[src/rtl/alu_pkg.sv]
// rtl/alu_pkg.sv - shared widths, opcodes and FSM state type for the ALU driver
package alu_pkg;

    localparam int OPERAND_W = 3;
    localparam int OPCODE_W  = 4;
    localparam int RESULT_W  = 6;

    localparam logic [OPCODE_W-1:0] OP_ADD  = 4'b0000;
    localparam logic [OPCODE_W-1:0] OP_SUB  = 4'b0010;
    localparam logic [OPCODE_W-1:0] OP_MUL  = 4'b0011;
    localparam logic [OPCODE_W-1:0] OP_AND  = 4'b0100;
    localparam logic [OPCODE_W-1:0] OP_OR   = 4'b0101;
    localparam logic [OPCODE_W-1:0] OP_XOR  = 4'b0110;
    localparam logic [OPCODE_W-1:0] OP_NAND = 4'b0111;
    localparam logic [OPCODE_W-1:0] OP_NOR  = 4'b1000;
    localparam logic [OPCODE_W-1:0] OP_XNOR = 4'b1001;
    localparam logic [OPCODE_W-1:0] OP_SHL  = 4'b1010;
    localparam logic [OPCODE_W-1:0] OP_SHR  = 4'b1011;
    localparam logic [OPCODE_W-1:0] OP_CAT  = 4'b1100;

    typedef enum logic [1:0] {
        ST_IDLE  = 2'd0,
        ST_ISSUE = 2'd1,
        ST_WAIT  = 2'd2,
        ST_RESP  = 2'd3
    } state_e;

    // Opcode 0001 and the top three encodings have no defined ALU function.
    function automatic logic op_is_illegal(input logic [OPCODE_W-1:0] op);
        return (op == 4'b0001) || (op >= 4'b1101);
    endfunction

endpackage

[src/rtl/alu_ref_model.sv]
// rtl/alu_ref_model.sv - combinational golden ALU used to cross-check the real ALU
module alu_ref_model
    import alu_pkg::*;
(
    input  logic [OPERAND_W-1:0] a_i,
    input  logic [OPERAND_W-1:0] b_i,
    input  logic [OPCODE_W-1:0]  op_i,
    output logic [RESULT_W-1:0]  result_o
);

    logic [RESULT_W-1:0] ea;
    logic [RESULT_W-1:0] eb;

    assign ea = {{(RESULT_W-OPERAND_W){1'b0}}, a_i};
    assign eb = {{(RESULT_W-OPERAND_W){1'b0}}, b_i};

    // Every operation is evaluated at result width so sub and the inverting ops wrap/fill to 6 bits.
    always_comb begin
        result_o = '0;
        case (op_i)
            OP_ADD:  result_o = ea + eb;
            OP_SUB:  result_o = ea - eb;
            OP_MUL:  result_o = ea * eb;
            OP_AND:  result_o = ea & eb;
            OP_OR:   result_o = ea | eb;
            OP_XOR:  result_o = ea ^ eb;
            OP_NAND: result_o = ~(ea & eb);
            OP_NOR:  result_o = ~(ea | eb);
            OP_XNOR: result_o = ~(ea ^ eb);
            OP_SHL:  result_o = ea << b_i;
            OP_SHR:  result_o = ea >> b_i;
            OP_CAT:  result_o = {a_i, b_i};
            default: result_o = '0;
        endcase
    end

endmodule

[src/rtl/alu_driver.sv]
// rtl/alu_driver.sv - one-outstanding command driver for a pipelined ALU; ALU_DRIVER_CHECK_EN adds a result checker
module alu_driver
    import alu_pkg::*;
#(
    parameter int LATENCY = 1
)(
    input  logic                 clk,
    input  logic                 rst_n,
    input  logic                 cmd_valid,
    output logic                 cmd_ready,
    input  logic [OPERAND_W-1:0] cmd_a,
    input  logic [OPERAND_W-1:0] cmd_b,
    input  logic [OPCODE_W-1:0]  cmd_op,
    output logic [OPERAND_W-1:0] alu_a,
    output logic [OPERAND_W-1:0] alu_b,
    output logic [OPCODE_W-1:0]  alu_opcode,
    input  logic [RESULT_W-1:0]  alu_result,
    output logic                 rsp_valid,
    input  logic                 rsp_ready,
    output logic [RESULT_W-1:0]  rsp_result,
    output logic [OPCODE_W-1:0]  rsp_op,
    output logic                 rsp_illegal,
    output logic [7:0]           op_count,
    output logic                 rsp_mismatch,
    output logic [7:0]           mismatch_count
);

    localparam logic [2:0] LAT_M1 = 3'(LATENCY - 1);

    state_e                state_q;
    logic [2:0]            cnt_q;
    logic                  cmd_ready_q;
    logic [OPERAND_W-1:0]  alu_a_q;
    logic [OPERAND_W-1:0]  alu_b_q;
    logic [OPCODE_W-1:0]   alu_opcode_q;
    logic                  rsp_valid_q;
    logic [RESULT_W-1:0]   rsp_result_q;
    logic [OPCODE_W-1:0]   rsp_op_q;
    logic                  rsp_illegal_q;
    logic [7:0]            op_count_q;
    logic                  accept;
    logic                  capture;
    logic                  handshake;

    assign accept    = (state_q == ST_IDLE) && cmd_ready_q && cmd_valid;
    assign capture   = (state_q == ST_WAIT) && (cnt_q == 3'd0);
    assign handshake = (state_q == ST_RESP) && rsp_ready;

    // Main FSM: cmd_ready is registered so it stays low while reset is held and rises one edge after release.
    always_ff @(posedge clk or negedge rst_n) begin
        if (!rst_n) begin
            state_q       <= ST_IDLE;
            cnt_q         <= '0;
            cmd_ready_q   <= 1'b0;
            alu_a_q       <= '0;
            alu_b_q       <= '0;
            alu_opcode_q  <= '0;
            rsp_valid_q   <= 1'b0;
            rsp_result_q  <= '0;
            rsp_op_q      <= '0;
            rsp_illegal_q <= 1'b0;
            op_count_q    <= '0;
        end else begin
            case (state_q)
                ST_IDLE: begin
                    if (accept) begin
                        alu_a_q      <= cmd_a;
                        alu_b_q      <= cmd_b;
                        alu_opcode_q <= cmd_op;
                        cmd_ready_q  <= 1'b0;
                        state_q      <= ST_ISSUE;
                    end else begin
                        cmd_ready_q  <= 1'b1;
                    end
                end
                ST_ISSUE: begin
                    cnt_q   <= LAT_M1;
                    state_q <= ST_WAIT;
                end
                ST_WAIT: begin
                    if (capture) begin
                        rsp_result_q  <= alu_result;
                        rsp_op_q      <= alu_opcode_q;
                        rsp_illegal_q <= op_is_illegal(alu_opcode_q);
                        rsp_valid_q   <= 1'b1;
                        state_q       <= ST_RESP;
                    end else begin
                        cnt_q <= cnt_q - 3'd1;
                    end
                end
                ST_RESP: begin
                    if (handshake) begin
                        rsp_valid_q <= 1'b0;
                        op_count_q  <= op_count_q + 8'd1;
                        cmd_ready_q <= 1'b1;
                        state_q     <= ST_IDLE;
                    end
                end
                default: state_q <= ST_IDLE;
            endcase
        end
    end

    assign cmd_ready   = cmd_ready_q;
    assign alu_a       = alu_a_q;
    assign alu_b       = alu_b_q;
    assign alu_opcode  = alu_opcode_q;
    assign rsp_valid   = rsp_valid_q;
    assign rsp_result  = rsp_result_q;
    assign rsp_op      = rsp_op_q;
    assign rsp_illegal = rsp_illegal_q;
    assign op_count    = op_count_q;

`ifdef ALU_DRIVER_CHECK_EN
    logic [RESULT_W-1:0] ref_result;
    logic [RESULT_W-1:0] exp_q;
    logic                mismatch_q;
    logic [7:0]          mismatch_count_q;

    alu_ref_model u_ref (
        .a_i      (cmd_a),
        .b_i      (cmd_b),
        .op_i     (cmd_op),
        .result_o (ref_result)
    );

    // Expected value is latched at accept; the flag rises with rsp_valid and the saturating count moves on handshake.
    always_ff @(posedge clk or negedge rst_n) begin
        if (!rst_n) begin
            exp_q            <= '0;
            mismatch_q       <= 1'b0;
            mismatch_count_q <= '0;
        end else begin
            if (accept) begin
                exp_q <= ref_result;
            end
            if (capture) begin
                mismatch_q <= (alu_result != exp_q);
            end else if (handshake) begin
                mismatch_q <= 1'b0;
                if (mismatch_q && (mismatch_count_q != 8'hFF)) begin
                    mismatch_count_q <= mismatch_count_q + 8'd1;
                end
            end
        end
    end

    assign rsp_mismatch   = mismatch_q;
    assign mismatch_count = mismatch_count_q;
`else
    assign rsp_mismatch   = 1'b0;
    assign mismatch_count = 8'd0;
`endif

endmodule

[config.mk]
export PLATFORM = sky130hd
export DESIGN_NAME = alu_driver
export DESIGN_NICKNAME = d
export VERILOG_FILES = /design/src/rtl/alu_pkg.sv /design/src/rtl/alu_ref_model.sv /design/src/rtl/alu_driver.sv
export SDC_FILE = /design/constraint.sdc
export NUM_CORES = 1
export LEC_CHECK = 0
export CORE_MARGIN = 10
export CORE_UTILIZATION = 30
export CTS_CLUSTER_SIZE = 25
export DETAILED_ROUTE_END_ITERATION = 8
export PLACE_DENSITY_LB_ADDON = 0.08
export SYNTH_ARGS = -nofsm -noshare
export SYNTH_HDL_FRONTEND = slang
export SYNTH_HIERARCHICAL = 1
export SYNTH_SLANG_ARGS = --single-unit
[constraint.sdc]
create_clock -name clk -period 2.3 [get_ports clk]
set_input_delay 0.345 -clock clk [delete_from_list [all_inputs] [get_ports clk]]
set_output_delay 0.345 -clock clk [all_outputs]
set_load 0.02 [all_outputs]
# Word-level counts from Yosys, hierarchy flattened
# Cells that the tools add are included.
[totals] reg_bits=36 latchBits=0 mem_bits_rw=0 rom_bits=0 inputBits=20 n_memories=0
[classes] addsub=2 multipliers=0 n_div=0 n_lt_le_gt_ge=1 eq_ne=8 shift=0 mux=12 n_bitwise=0 n_reduce_logical=17
[op_table] cell="$reduce_and 2->1" n=5
[op_table] cell="$add 8x1->8 const B" n=1
[op_table] cell="$ne 2x2->1 const B" n=4
[op_table] cell="$pmux 2 s4" n=1
[op_table] cell="$mux 2" n=3
[op_table] cell="$pmux 3 s2" n=1
[op_table] cell="$reduce_and 3->1" n=2
[op_table] cell="$reduce_bool 2->1" n=3
[op_table] cell="$eq 2x2->1 const B" n=2
[op_table] cell="$eq 4x1->1 const B" n=1
[op_table] cell="$ge 4x4->1 const B" n=1
[op_table] cell="$logic_and 1x1->1" n=4
[op_table] cell="$mux 1" n=4
[op_table] cell="$pmux 1 s2" n=2
[op_table] cell="$logic_not 3->1" n=1
[op_table] cell="$mux 3" n=1
[op_table] cell="$sub 3x1->3 const B" n=1
[op_table] cell="$eq 2x1->1 const B" n=1
[op_table] cell="$logic_not 2->1" n=1
[op_table] cell="$logic_or 1x1->1" n=1

# Longest topological paths before layout
[logic_depth] depth_word=5 depth_mapped=8

# Worst setup path after synthesis
# Ideal clock, no wire load.
[synth_timing] path_kind="register to register" start="register cnt_q[0]" end="register state_q[1]" setup_ns=0.128 t_arrival_ns=1.484 setup_slack_ns=0.689 path_stages_with_launch=8 path_buffers=1 path_cell_list="dfrtp_1 > inv_1 > ha_1 > ha_1 > buf_4 > inv_1 > a221oi_2 > mux2_1"
[synth_between] elab_chain_cells=4
[synth_rtl] element="start, declared" line_no="alu_driver.sv:31" rtl="logic [2:0] cnt_q;"
[synth_rtl] element="start signal, assigned" line_no="alu_driver.sv:88" rtl="cnt_q <= cnt_q - 3'd1;"
[synth_rtl] element="$logic_not 3->1" line_no="alu_driver.sv:46" rtl="assign capture = (state_q == ST_WAIT) && (cnt_q == 3'd0);"
[synth_rtl] element="$logic_and 1x1->1" line_no="alu_driver.sv:46"
[synth_rtl] element="$ne 2x2->1 (no line)"
[synth_rtl] element="$reduce_and 3->1 (no line)"
[synth_rtl] element="end signal, assigned" line_no="alu_driver.sv:52" rtl="state_q <= ST_IDLE;"
[synth_rtl] element="end signal, assigned" line_no="alu_driver.sv:71" rtl="state_q <= ST_ISSUE;"
[synth_rtl] element="end signal, assigned" line_no="alu_driver.sv:78" rtl="state_q <= ST_WAIT;"
[synth_rtl] element="end, declared" line_no="alu_driver.sv:30" rtl="state_e state_q;"
# No other way between the ends.
# A chain may end at the register's enable or synchronous reset.

# Worst setup path in the final report
# Ends and elaborated chain as after synthesis.

==> run_summary.xml <==
<?xml version="1.0" encoding="UTF-8"?>
<metrics>
  <group name="status">
    <metric name="result_of_the_run" unit="">finished clean</metric>
  </group>
  <group name="floorplan">
    <metric name="die_w" unit="µm">94.48</metric>
    <metric name="std_cell_rows" unit="">27</metric>
    <metric name="design.core.area" unit="µm²">5439</metric>
    <metric name="num_io_pins" unit="">60</metric>
    <metric name="initial_core_util" unit="">0.3060</metric>
    <metric name="dieHeight" unit="µm">94.48</metric>
    <metric name="die-area" unit="µm²">8926</metric>
  </group>
  <group name="logic_synthesis">
    <metric name="yosys.cell_types.count" unit="">31</metric>
    <metric name="ys_ff_latch" unit="">36</metric>
    <metric name="number_of_cells_produced_by_synthesis" unit="">133</metric>
    <metric name="synth_async_sr_flop_share" unit="">1.000</metric>
    <metric name="synth_commonest_cells" unit="">sky130_fd_sc_hd__dfrtp_1, sky130_fd_sc_hd__mux2_1, sky130_fd_sc_hd__buf_4</metric>
    <metric name="most_frequent_cell_after_synthesis" unit="">sky130_fd_sc_hd__dfrtp_1</metric>
    <metric name="synth_largest_area_cell" unit="">sky130_fd_sc_hd__dfrtp_1</metric>
    <metric name="ys_seq_area_frac" unit="">0.5414</metric>
    <metric name="netlist_top_cells_area" unit="">sky130_fd_sc_hd__dfrtp_1, sky130_fd_sc_hd__mux2_1, sky130_fd_sc_hd__ha_1, sky130_fd_sc_hd__buf_4, sky130_fd_sc_hd__xnor2_1</metric>
    <metric name="syn_area_per_cell" unit="µm²">12.51</metric>
    <metric name="number_of_flops_mapped_to_enable_cells_by_yosys" unit="">0</metric>
    <metric name="ys_warn_count" unit="">6</metric>
    <metric name="synth_largest_type_area_fraction" unit="">0.5414</metric>
    <metric name="postSynth.topFlopCell" unit="">sky130_fd_sc_hd__dfrtp_1</metric>
    <metric name="post_synth_instance_area" unit="µm²">1664</metric>
  </group>
  <group name="setup_path">
    <metric name="timing.critical_path.buf_inv" unit="">2</metric>
    <metric name="timing.critical_path.from_type" unit="">register</metric>
    <metric name="worst_ep_required_time" unit="ps">2480</metric>
    <metric name="cp_cell_sequence" unit="">inv_1, ha_1, ha_1, inv_1, a221oi_2, mux2_1</metric>
    <metric name="critical_path.top_delay_family" unit="">adder cells</metric>
    <metric name="endpoint_kind" unit="">register</metric>
    <metric name="criticalPathCategory" unit="">register to register</metric>
    <metric name="critical-path-max-stage-delay" unit="ps">400</metric>
    <metric name="critical_path_cell_with_the_highest_stage_delay" unit="">sky130_fd_sc_hd__dfrtp_1</metric>
    <metric name="crit_fanout" unit="">8</metric>
    <metric name="critical_path_arrival" unit="ps">2030</metric>
    <metric name="timing.reg2reg.setup_slack" unit="ps">450</metric>
  </group>
  <group name="global_route">
    <metric name="grt_pass1_wl" unit="µm">6168</metric>
    <metric name="vias_in_the_first_global_route" unit="">1269</metric>
    <metric name="track_usage" unit="">0.08770</metric>
    <metric name="grt_antenna_before_repair" unit="">0</metric>
    <metric name="grt_max_degree" unit="">37</metric>
    <metric name="grt-ovfl-total" unit="">0</metric>
  </group>
  <group name="clocking">
    <metric name="cts_sinks" unit="">36</metric>
    <metric name="cts_setup_buffers" unit="">0</metric>
    <metric name="cts_tree" unit="">yes</metric>
    <metric name="worst_skew_pair.late_latency" unit="ps">290</metric>
    <metric name="tritoncts.num_buffers" unit="">5</metric>
    <metric name="clock-root-buffer" unit="">sky130_fd_sc_hd__clkbuf_8</metric>
    <metric name="clock_slew_seen_by_the_registers_of_the_worst_setup_and_hold_paths" unit="ps">80</metric>
    <metric name="cts_max_level" unit="">2</metric>
    <metric name="number_of_buffers_on_the_longest_clock_path" unit="">2</metric>
    <metric name="cts_hold_buffers" unit="">0</metric>
    <metric name="cts.repair.resized" unit="">0</metric>
  </group>
  <group name="cells_and_area">
    <metric name="final_layout_size_suffix_gt1_frac" unit="">0.09626</metric>
    <metric name="final.fill_count" unit="">498</metric>
    <metric name="area_used_by_multi_input_combinational_logic" unit="µm²">663.1</metric>
    <metric name="synthToLayoutAreaGrowth" unit="%">37.22</metric>
    <metric name="diodes_inserted" unit="">0</metric>
    <metric name="nNetsFinal" unit="">213</metric>
    <metric name="seq_area" unit="µm²">900.9</metric>
  </group>
  <group name="drt">
    <metric name="routed_wire_length_per_instance" unit="µm">14.41</metric>
    <metric name="firstDrtPassIters" unit="">4</metric>
    <metric name="drc" unit="">0</metric>
    <metric name="total_wirelength" unit="µm">3733</metric>
    <metric name="number_of_nets_with_antenna_violations_after_detailed_routing" unit="">0</metric>
    <metric name="drt_first_iter_violations" unit="">26</metric>
    <metric name="dr_total_vias" unit="">1121</metric>
    <metric name="viasPerCell" unit="">4.328</metric>
  </group>
  <group name="sta">
    <metric name="finalMaxSlewViolations" unit="">0</metric>
    <metric name="worst_slew_pin_slew" unit="ps">802.9</metric>
    <metric name="grt_setup_unrepaired" unit="">false</metric>
    <metric name="min_period" unit="ps">1851</metric>
    <metric name="achievable-frequency" unit="MHz">540.4</metric>
    <metric name="tns" unit="ps">0</metric>
    <metric name="finalHoldViolCount" unit="">0</metric>
    <metric name="finClkSkew" unit="ps">8.059</metric>
    <metric name="slew_headroom" unit="">0.4648</metric>
    <metric name="hold_ws" unit="ps">139.9</metric>
    <metric name="final_min_period_over_clock_period" unit="">0.8046</metric>
    <metric name="setup_violations" unit="">0</metric>
  </group>
  <group name="pwr">
    <metric name="power.density" unit="nW/µm²">1330</metric>
    <metric name="static-leakage-power" unit="nW">0.9866</metric>
    <metric name="irDropWorstVdd" unit="mV">0.5838</metric>
    <metric name="power.total" unit="W">0.003037</metric>
  </group>
  <group name="placed_design">
    <metric name="place_congestion" unit="">0.7712</metric>
    <metric name="portBuffers" unit="">50</metric>
    <metric name="hpwlAfterDp" unit="µm">2897</metric>
  </group>
  <group name="run">
    <metric name="cap_violations" unit="">0</metric>
  </group>
  <group name="worst_hold_path">
    <metric name="class_of_the_worst_hold_path" unit="">input pin to async pin</metric>
  </group>
</metrics>
## per-stage QoR
stage | instance area (µm²) | setup WS, ps | util | instances
floorplan | 1694 | 688.6 | - | 141
global placement | 2191 | 557.2 | 0.4028 | 251
detailed placement | 2191 | 450.3 | 0.4028 | 251
CTS | 2283 | 434.4 | 0.4198 | 259
global route | 2283 | 324.3 | 0.4198 | 259
finish | 2283 | 449.5 | 0.4198 | 259
## path summary, 6_finish.rpt
| kind | depth (start not counted) | start | end |
|---|---|---|---|
| min | 1 | rst_n | alu_a[2]$_DFFE_PN0P_ |
| max in group asynchronous | 1 | rst_n | op_count[5]$_DFFE_PN0P_ |
| min in group clk | 2 | rsp_illegal$_DFFE_PN0P_ | rsp_illegal$_DFFE_PN0P_ |
| min reg2reg | 2 | rsp_illegal$_DFFE_PN0P_ | rsp_illegal$_DFFE_PN0P_ |
| max | 6 | cnt_q[0]$_DFFE_PN0P_ | state_q[1]$_DFFE_PN0P_ |
| max reg2reg | 6 | cnt_q[0]$_DFFE_PN0P_ | state_q[1]$_DFFE_PN0P_ |
## worst reg2reg max path: stages, from the launching register on
cell	delay, ps
sky130_fd_sc_hd__dfrtp_1	400
sky130_fd_sc_hd__inv_1	90
sky130_fd_sc_hd__ha_1	150
sky130_fd_sc_hd__ha_1	320
sky130_fd_sc_hd__inv_1	120
sky130_fd_sc_hd__a221oi_2	320
sky130_fd_sc_hd__mux2_1	350
## flip-flops by register name (all words and copies together) (netlist names)
register,count
rsp_valid,1
cmd_ready,1
state_q,2
rsp_op,4
rsp_result,6
cnt_q,3
alu_opcode,4
op_count,8
rsp_illegal,1
alu_b,3
alu_a,3
## layout by cell type (no fill, tap or decap), types with 2 or more instances in the layout
cell type / n
sky130_fd_sc_hd__clkdlybuf4s50_1: 49
sky130_fd_sc_hd__dfrtp_1: 36
sky130_fd_sc_hd__mux2_1: 20
sky130_fd_sc_hd__conb_1: 9
sky130_fd_sc_hd__inv_1: 8
sky130_fd_sc_hd__ha_1: 7
sky130_fd_sc_hd__nand2_1: 6
sky130_fd_sc_hd__clkbuf_8: 6
sky130_fd_sc_hd__nor2_1: 5
sky130_fd_sc_hd__xnor2_1: 5
sky130_fd_sc_hd__o21ai_0: 3
sky130_fd_sc_hd__a21oi_1: 3
sky130_fd_sc_hd__o31ai_1: 3
sky130_fd_sc_hd__xor2_1: 3
sky130_fd_sc_hd__nand3_2: 2
sky130_fd_sc_hd__nor3_1: 2
sky130_fd_sc_hd__nand3_1: 2
sky130_fd_sc_hd__mux2_2: 2
sky130_fd_sc_hd__clkinv_2: 2
## logic make-up after synthesis
group                      count (synthesis)  synth area share
adders and majority gates                  7           0.05263
xor gates and xnor gates                   8           0.04211
and+or+nand+nor                           22           0.07144
buffers and inverters                     22           0.07819
muxes                                     22            0.1489
AOI/OAI and AO/OA                         15           0.06315
DFF                                       36            0.5414
other                                      1          0.002253
## power breakdown
| part | internal (W) | switching, W |
|---|---|---|
| clock | 0.000239 | 0.000229 |
| sequential | 0.000903 | 0.000195 |
| combinational | 0.000733 | 0.000737 |
## metal layers
metal	part of all wire	up-vias	GRT usage
li1	-	540	-
met5	0	-	0
met3	0.10	6	0.04282
met1	0.42	537	0.09335
met2	0.47	38	0.1470
met4	0.014	0	0.03367
## layout make-up
| class | instances | share of cell area |
|---|---|---|
| clock buffer | 6 | 0.03616 |
| inverter | 9 | 0.01479 |
| sequential | 36 | 0.3945 |
| timing repair buffer | 51 | 0.2203 |
| clock inverter | 2 | 0.004384 |
| multi-input combinational | 83 | 0.2904 |
| tap | 72 | 0.03945 |
No activity file was read; power rests on OpenSTA's default activity.
